[src/rtl/hazard_unit.sv]
// hazard_unit: load-use / RAW stall, taken-branch squash and ALU forwarding
// control for a 5-stage IF/ID/EX/MEM/WB pipeline, with saturating stall and
// flush statistics.
//
// Build option: define HAZARD_FWD_EN to enable operand forwarding. With it,
// only a load followed directly by a consumer stalls (one cycle). Without it,
// forwarding selects stay at 00 and any pending valid writer of a source
// register in EX, MEM or WB stalls the ID instruction, for up to three cycles.
//
// All hazard, flush and forwarding outputs are combinational from the current
// inputs and the shadow valid bits. rst is synchronous and active-low.
module hazard_unit #(
    parameter int REG_W  = 5,
    parameter int STAT_W = 16
) (
    input  logic              clk,
    input  logic              rst,
    input  logic              id_valid,
    input  logic [REG_W-1:0]  id_rs,
    input  logic [REG_W-1:0]  id_rt,
    input  logic              id_uses_rt,
    input  logic [REG_W-1:0]  ex_rs,
    input  logic [REG_W-1:0]  ex_rt,
    input  logic              ex_memrd,
    input  logic              ex_regwr,
    input  logic [REG_W-1:0]  ex_dst,
    input  logic              me_regwr,
    input  logic [REG_W-1:0]  me_dst,
    input  logic              wb_regwr,
    input  logic [REG_W-1:0]  wb_dst,
    input  logic              br_taken,
    output logic              pc_wr_en,
    output logic              ifid_wr_en,
    output logic              ifid_flush,
    output logic              idex_bubble,
    output logic              exme_flush,
    output logic [1:0]        fwd_a,
    output logic [1:0]        fwd_b,
    output logic [STAT_W-1:0] stall_cnt,
    output logic [STAT_W-1:0] flush_cnt
);

    // STALL only records that the previous cycle was stalled; it never gates
    // any output.
    typedef enum logic {
        RUN   = 1'b0,
        STALL = 1'b1
    } state_t;

    state_t state_reg, state_next;

    // Shadow valids: the datapath control of a squashed or bubbled stage may
    // still carry stale RegWrite/destination bits, so writers are qualified
    // with these.
    logic v_ex_reg, v_me_reg, v_wb_reg;

    logic [STAT_W-1:0] stall_cnt_reg, flush_cnt_reg;

    // Writer table, index 0 = EX, 1 = MEM, 2 = WB.
    logic [REG_W-1:0] wr_dst [3];
    logic [2:0]       wr_ok;
    logic [2:0]       wr_hit;

    logic             hazard;
    logic             stall;
    logic [1:0]       fwd_sel [2];

    assign wr_dst[0] = ex_dst;
    assign wr_dst[1] = me_dst;
    assign wr_dst[2] = wb_dst;

    // Register 0 is hard-wired, so a writer targeting it is never a producer.
    assign wr_ok[0] = ex_regwr & v_ex_reg & (ex_dst != '0);
    assign wr_ok[1] = me_regwr & v_me_reg & (me_dst != '0);
    assign wr_ok[2] = wb_regwr & v_wb_reg & (wb_dst != '0);

    genvar gi;

    // A writer hits when the real ID instruction reads its destination.
    generate
        for (gi = 0; gi < 3; gi++) begin : g_hit
            assign wr_hit[gi] = id_valid & wr_ok[gi] &
                                ((wr_dst[gi] == id_rs) |
                                 (id_uses_rt & (wr_dst[gi] == id_rt)));
        end
    endgenerate

`ifdef HAZARD_FWD_EN
    // Forwarding covers ALU producers; only a load in EX cannot be bypassed
    // in time, and the bubble it causes clears v_ex, so it lasts one cycle.
    logic [REG_W-1:0] fwd_src [2];
    logic             unused_hit;

    assign fwd_src[0] = ex_rs;
    assign fwd_src[1] = ex_rt;
    assign hazard     = ex_memrd & wr_hit[0];
    assign unused_hit = ^wr_hit[2:1];

    // MEM holds the younger result, so it wins over WB for the same register.
    generate
        for (gi = 0; gi < 2; gi++) begin : g_fwd
            assign fwd_sel[gi] = (wr_ok[1] & (me_dst == fwd_src[gi])) ? 2'b10 :
                                 (wr_ok[2] & (wb_dst == fwd_src[gi])) ? 2'b01 :
                                                                        2'b00;
        end
    endgenerate
`else
    // No bypass and the register file is not write-through: wait until the
    // producer has fully left WB.
    logic unused_fwd;

    assign hazard     = |wr_hit;
    assign fwd_sel[0] = 2'b00;
    assign fwd_sel[1] = 2'b00;
    assign unused_fwd = ^{ex_rs, ex_rt, ex_memrd};
`endif

    // A taken branch squashes the stalled instruction anyway, so it wins.
    assign stall = rst & ~br_taken & hazard;

    // Pipeline control and forwarding outputs; reset forces free-running defaults.
    always_comb begin
        pc_wr_en    = 1'b1;
        ifid_wr_en  = 1'b1;
        ifid_flush  = 1'b0;
        idex_bubble = 1'b0;
        exme_flush  = 1'b0;
        fwd_a       = 2'b00;
        fwd_b       = 2'b00;
        if (rst) begin
            fwd_a = fwd_sel[0];
            fwd_b = fwd_sel[1];
            if (br_taken) begin
                ifid_flush  = 1'b1;
                idex_bubble = 1'b1;
                exme_flush  = 1'b1;
            end else if (stall) begin
                pc_wr_en    = 1'b0;
                ifid_wr_en  = 1'b0;
                idex_bubble = 1'b1;
            end
        end
    end

    // Next-state logic: track whether the pipeline is currently held.
    always_comb begin
        state_next = state_reg;
        case (state_reg)
            RUN:     if (stall) state_next = STALL;
            STALL:   state_next = stall ? STALL : RUN;
            default: state_next = RUN;
        endcase
        if (br_taken) state_next = RUN;
    end

    // State, shadow valids and saturating statistics.
    always_ff @(posedge clk) begin
        if (!rst) begin
            state_reg     <= RUN;
            v_ex_reg      <= 1'b0;
            v_me_reg      <= 1'b0;
            v_wb_reg      <= 1'b0;
            stall_cnt_reg <= '0;
            flush_cnt_reg <= '0;
        end else begin
            state_reg <= state_next;
            v_ex_reg  <= id_valid & ~stall & ~br_taken;
            v_me_reg  <= v_ex_reg & ~br_taken;
            v_wb_reg  <= v_me_reg;
            if (stall && (stall_cnt_reg != '1))
                stall_cnt_reg <= stall_cnt_reg + 1'b1;
            if (br_taken && (flush_cnt_reg != '1))
                flush_cnt_reg <= flush_cnt_reg + 1'b1;
        end
    end

    assign stall_cnt = stall_cnt_reg;
    assign flush_cnt = flush_cnt_reg;

endmodule
[config.mk]
export PLATFORM = sky130hd
export DESIGN_NAME = hazard_unit
export DESIGN_NICKNAME = d
export VERILOG_FILES = /design/src/rtl/hazard_unit.sv
export SDC_FILE = /design/constraint.sdc
export NUM_CORES = 1
export LEC_CHECK = 0
export CAP_MARGIN = 20
export CORE_ASPECT_RATIO = 0.7
export CORE_MARGIN = 2
export CORE_UTILIZATION = 44
export CTS_CLUSTER_DIAMETER = 60
export DETAILED_ROUTE_END_ITERATION = 16
export PLACE_DENSITY = 0.79
export SETUP_SLACK_MARGIN = 0.3
export SLEW_MARGIN = 10
export SYNTH_ARGS = -nofsm -noshare
export SYNTH_HDL_FRONTEND = slang
export SYNTH_SLANG_ARGS = --single-unit
[constraint.sdc]
create_clock -name clk -period 2.1 [get_ports clk]
set_input_delay 0.315 -clock clk [delete_from_list [all_inputs] [get_ports clk]]
set_output_delay 0.315 -clock clk [all_outputs]
set_load 0.02 [all_outputs]
[Word-level counts from Yosys, hierarchy flattened]
Cells that the tools add are included.
Word-level totals
  bits in registers: 35
  input bits: 44
  output and inout bits: 41
  logic and storage cells: 54
Cells by class
  add/subtract/negate cells: 2
  equal/unequal tests: 8
  mux-type cells: 8
  bitwise logic cells: 25
  reductions and logical operators: 6
Operators with widths (count)
  16-bit by 1-bit adder with 16-bit output, second input constant: 2
  16-bit != test, second input constant: 2
  5-bit equality test: 6
  1-bit bitwise AND: 20
  5-bit nonzero test: 3
  1-bit 2-to-1 mux: 8
  1-bit bitwise OR: 3
  3-bit OR reduction: 1
  1-bit logical AND: 2
  1-bit inverter: 2

[Depth between registers and ports, before layout]
  word-level depth: 9
  gate-level depth with buffers: 9
  mapped depth without buffers: 8

[Worst setup path after synthesis]
Ideal clock, no wire load.
  path kind: in2out
  from: in ex_dst[1]
  to: out pc_wr_en
  arrival time: 1.741 ns
  required time: 1.785 ns
  path slack: 0.044 ns
  cell stages on the path: 6
  path buffers: 3
  cell sequence: or4_1 o211ai_1 a211o_1 buf_2 buf_2 buf_4
Between the ends
  longest elaborated chain between the ends: 9
  elaborated cells between the ends (all ways): 13
  those cells by class: eq/ne (2); mux (3); bitwise (6); reduce/logical (2)
RTL lines
  start, declared: line 26  | input logic [REG_W-1:0] ex_dst,
  5-bit equality test / 5-bit nonzero test (equally long branches): line 84, 73
  1-bit bitwise AND, on equally long branches: line 84, 73
  1-bit bitwise OR / 1-bit bitwise AND (equally long branches): line 83, 82
  1-bit bitwise AND *: line 82  | assign wr_hit[gi] = id_valid & wr_ok[gi] &
  3-bit OR reduction *: line 112  | assign hazard = |wr_hit;
  1-bit bitwise AND *: line 119  | assign stall = rst & ~br_taken & hazard;
  1-bit 2-to-1 mux * (3 in series)
  end, declared: line 32  | output logic pc_wr_en,
Every way passes the cells marked *; elsewhere a longest branch is shown, timed or not.

[Final worst setup path]
  from: in ex_dst[1]
  to: reg stall_cnt_reg[2] (netlist: stall_cnt[2])
Between the ends
  longest elaborated chain between the ends: 7
  elaborated cells between the ends (all ways): 11
  those cells by class: eq/ne (2); bitwise (6); reduce/logical (3)
RTL lines
  5-bit equality test / 5-bit nonzero test (equally long branches): line 84, 73
  1-bit bitwise AND, on equally long branches: line 84, 73
  1-bit bitwise OR / 1-bit bitwise AND (equally long branches): line 83, 82
  1-bit bitwise AND *: line 82
  3-bit OR reduction *: line 112
  1-bit bitwise AND *: line 119
  1-bit logical AND *: line 170  | if (stall && (stall_cnt_reg != '1))
  end signal, assigned: line 171  | stall_cnt_reg <= stall_cnt_reg + 1'b1;
  end, declared: line 57  | logic [STAT_W-1:0] stall_cnt_reg, flush_cnt_reg;
Marked as above.
A chain may end at the register's enable or synchronous reset.

==> flow_summary.toml <==
[clocking]
cts_made_buffers = 5
clock_path_buffers = 2
clkSinkCount = 35
clk_latency_ps = 280
cts_tree = "built"
ctsHtreeMaxLevel = 2
clkTransAtPathRegs_ps = 70
clk_root_buffer_cell = "clkbuf_8"

[global_routing]
grt_pass1_vias = 1863
globalRoute.totalOverflow = 0
grt_first_pass_wirelength_mm = 9.11
grtUsageTotal = 0.221
grt_max_degree = 15
antenna_found_initial = 0

[detailed_routing]
route.vias.total = 2201
post_drt_wl_per_cell_um = 15.5
drc = 0
postRouteWirelength_mm = 6.31
vias_per_cell = 5.42
drt_pass1_iterations = 4
drtAntennaViolNets = 0
drt_iter0_markers = 87

[pwr]
switching_power_uw = 363
powerDensity_nw_per_um2 = 454
vdd_drop_max_v = 0.000426
power.share.clock = 0.385
p_int_uw = 1140
p_sw_frac = 0.241
p_leak_uw = 0.00121
power_frac_seq = 0.445
power_frac_comb = 0.171

[cells_and_area]
nNetsFinal = 395
syn2layout_area_growth_pct = 56.0
antenna_cells = 0
layoutNonFillerInstCount = 406
layout-drive-gt1-share = 0.352

[worst_hold_path]
hold_depth = 2
hold_path.class = "register to register"
holdPathEnd = "stall_cnt[8]$_SDFFE_PN0P_"
hp-start = "stall_cnt[8]$_SDFFE_PN0P_"

[setup_path]
critPathCaptureType = "register"
reg2regPathDepth = 6
cp_data_arrival_time_ps = 2260
critPathLaunchType = "primary input"
cp_common_cell = "buf_6"
r2r-end = "stall_cnt[15]$_SDFFE_PN0P_"
slowest_delay_ps = 470
path_cells = "buf_6 > buf_6 > xnor2_2 > nand4_1 > o22ai_1 > o211ai_1 > a211o_4 > buf_6 > or4_4 > a21oi_2"
worstSetupPathType = "primary input to register"
r2r-start = "stall_cnt[3]$_SDFFE_PN0P_"
critPathRequiredTime_ps = 2320
crit_fanout = 7
r2r_slack_ps = 210
crit_slowest_cell = "or4_4"

[timing]
rsz0062_at_grt = "yes"
fmax_mhz = 491
post-route-period-util = 0.970
final.setup.tns_ps = 0
skew_ps = 8.71
slew_viol_final = 0
hold_viol = 0
setup_violations = 0
fin_crit_ps = 2040

[placement]
portBuffers = 69
numPlacedInstances = 388
gp_congestion = 0.863
dp_hpwl_mm = 4.31

[die]
fp-row-count = 21
core-area_um2 = 4700
die_w_um = 87.0
initial_core_util = 0.451
fp.dieArea_um2 = 5400
ioPinCount = 85
die_h_um = 62.1

[synth]
yosys_warnings = 0
synth-edff-count = 0
async_flop_share = 0
syn_area_per_cell_um2 = 8.12
synth_top_flop_cell = "dfxtp_1"
synth_area_um2 = 2120
synth_seq_cells = 35
seq_area_frac_synth = 0.331
synthCells = 261
yosysUniqueCellTypes = 40

[run]
maxCapViolCount = 0

[run_status]
status = "finished, final reports clean"
==> cells in the final DEF, fill, tap and decap left out, types with 6 or more instances in the layout <==
cell type,n
clkdlybuf4s50_1,33
dfxtp_2,9
buf_2,21
xnor2_2,11
inv_1,6
nor2_1,19
dfxtp_1,19
nand3_1,14
and2_1,9
dfxtp_4,7
nand4_1,8
o31ai_1,7
nand2_1,18
a21oi_1,12
buf_6,9
buf_4,24
or4_1,7
xnor2_1,26
==> cells by family (layout without fill, tap and decap cells) <==
group / count (synthesis) / after routing / share of synthesized area
compound gates: 44 / 44 / 0.136
buf+inv: 24 / 109 / 0.0579
flops: 35 / 35 / 0.331
xor+xnor: 42 / 42 / 0.174
simple gates: 110 / 110 / 0.275
fa+ha+maj: 2 / 2 / 0.0118
mux: 3 / 3 / 0.0142
other cells: 1 / 4 / 0.00177
==> worst max-delay path: cells and delay by family <==
family                    cells  cell delay, ps
AOI/OAI and AO/OA             4             830
and+or+nand+nor               2             590
buffers and inverters         3             360
xor gates and xnor gates      1             150
==> cell type report <==
type	count	area, um2
clock buffer	6	72.6
clock inverter	1	30.0
fill	379	1400
inverter	7	26.3
multi-input combinational	205	1590
sequential	35	738
tap	57	71.3
timing repair buffer	95	783
==> power by group through the flow <==
stage	Sequential (uW)	Combinational, uW	Clock [uW]
after detailed placement	683	238	0
after global placement	683	231	0
after global routing	668	275	610
final	668	256	578
after CTS	668	236	592
after floorplan	687	111	0
==> stage by stage <==
stage               worst slack (ps)   util  hold WS, ps  total power [uW]  cell area (um2)
floorplan                        222      -          422               798             2230
global placement                -622  0.634          451               915             2980
detailed placement              -657  0.634          455               922             2980
CTS                              133  0.670          469              1500             3150
global route                   -11.8  0.703          496              1550             3310
finish                          63.1  0.703          476              1500             3310
==> Yosys cell counts, types with 2 or more instances <==
library cell / count / share of area
xnor2_1: 37 / 0.15
dfxtp_1: 35 / 0.33
nor2_1: 21 / 0.037
nand2_1: 20 / 0.035
nand3_1: 20 / 0.047
a21oi_1: 16 / 0.038
and2_1: 9 / 0.027
or4_1: 9 / 0.032
buf_4: 8 / 0.028
nand4_1: 8 / 0.024
o31ai_1: 8 / 0.028
clkbuf_1: 7 / 0.012
o21ai_0: 7 / 0.017
inv_1: 6 / 0.011
or3_1: 5 / 0.015
xor2_1: 5 / 0.021
nor3_1: 4 / 0.0094
and3_1: 3 / 0.0089
and4_1: 3 / 0.012
mux2i_1: 3 / 0.014
nor4_1: 3 / 0.0089
o22ai_1: 3 / 0.0089
buf_2: 2 / 0.0047
ha_1: 2 / 0.012
o211ai_1: 2 / 0.0071
==> metal layers <==
layer / vias up / share of wire / global-route usage
met5: - / 0 / 0
met4: 0 / 0.0073 / 0.0625
met3: 6 / 0.042 / 0.0502
met2: 63 / 0.49 / 0.358
met1: 1037 / 0.46 / 0.300
li1: 1095 / - / -
==> repair_timing <==
action | CTS | global route
setup endpoints to repair | 21 | 32
setup buffers | 2 | 8
gates cloned | 1 | 0
gates resized for setup | 159 | 29
hold buffers | 0 | 0
pin swaps | 42 | 18
==> how the worst max path moves through the flow <==
stage | from | endpoint | slack (ps) | cells after the start
finish | ex_dst[1] | stall_cnt[2]$_SDFFE_PN0P_ | 60 | 10
global route | ex_dst[1] | stall_cnt[2]$_SDFFE_PN0P_ | -10 | 10
CTS | ex_dst[2] | idex_bubble | 130 | 7
detailed placement | id_rt[3] | ifid_wr_en | -660 | 7
global placement | ex_dst[3] | pc_wr_en | -620 | 5
floorplan | ex_dst[4] | stall_cnt[1]$_SDFFE_PN0P_ | 220 | 8
(Power assumes the default switching activity.)
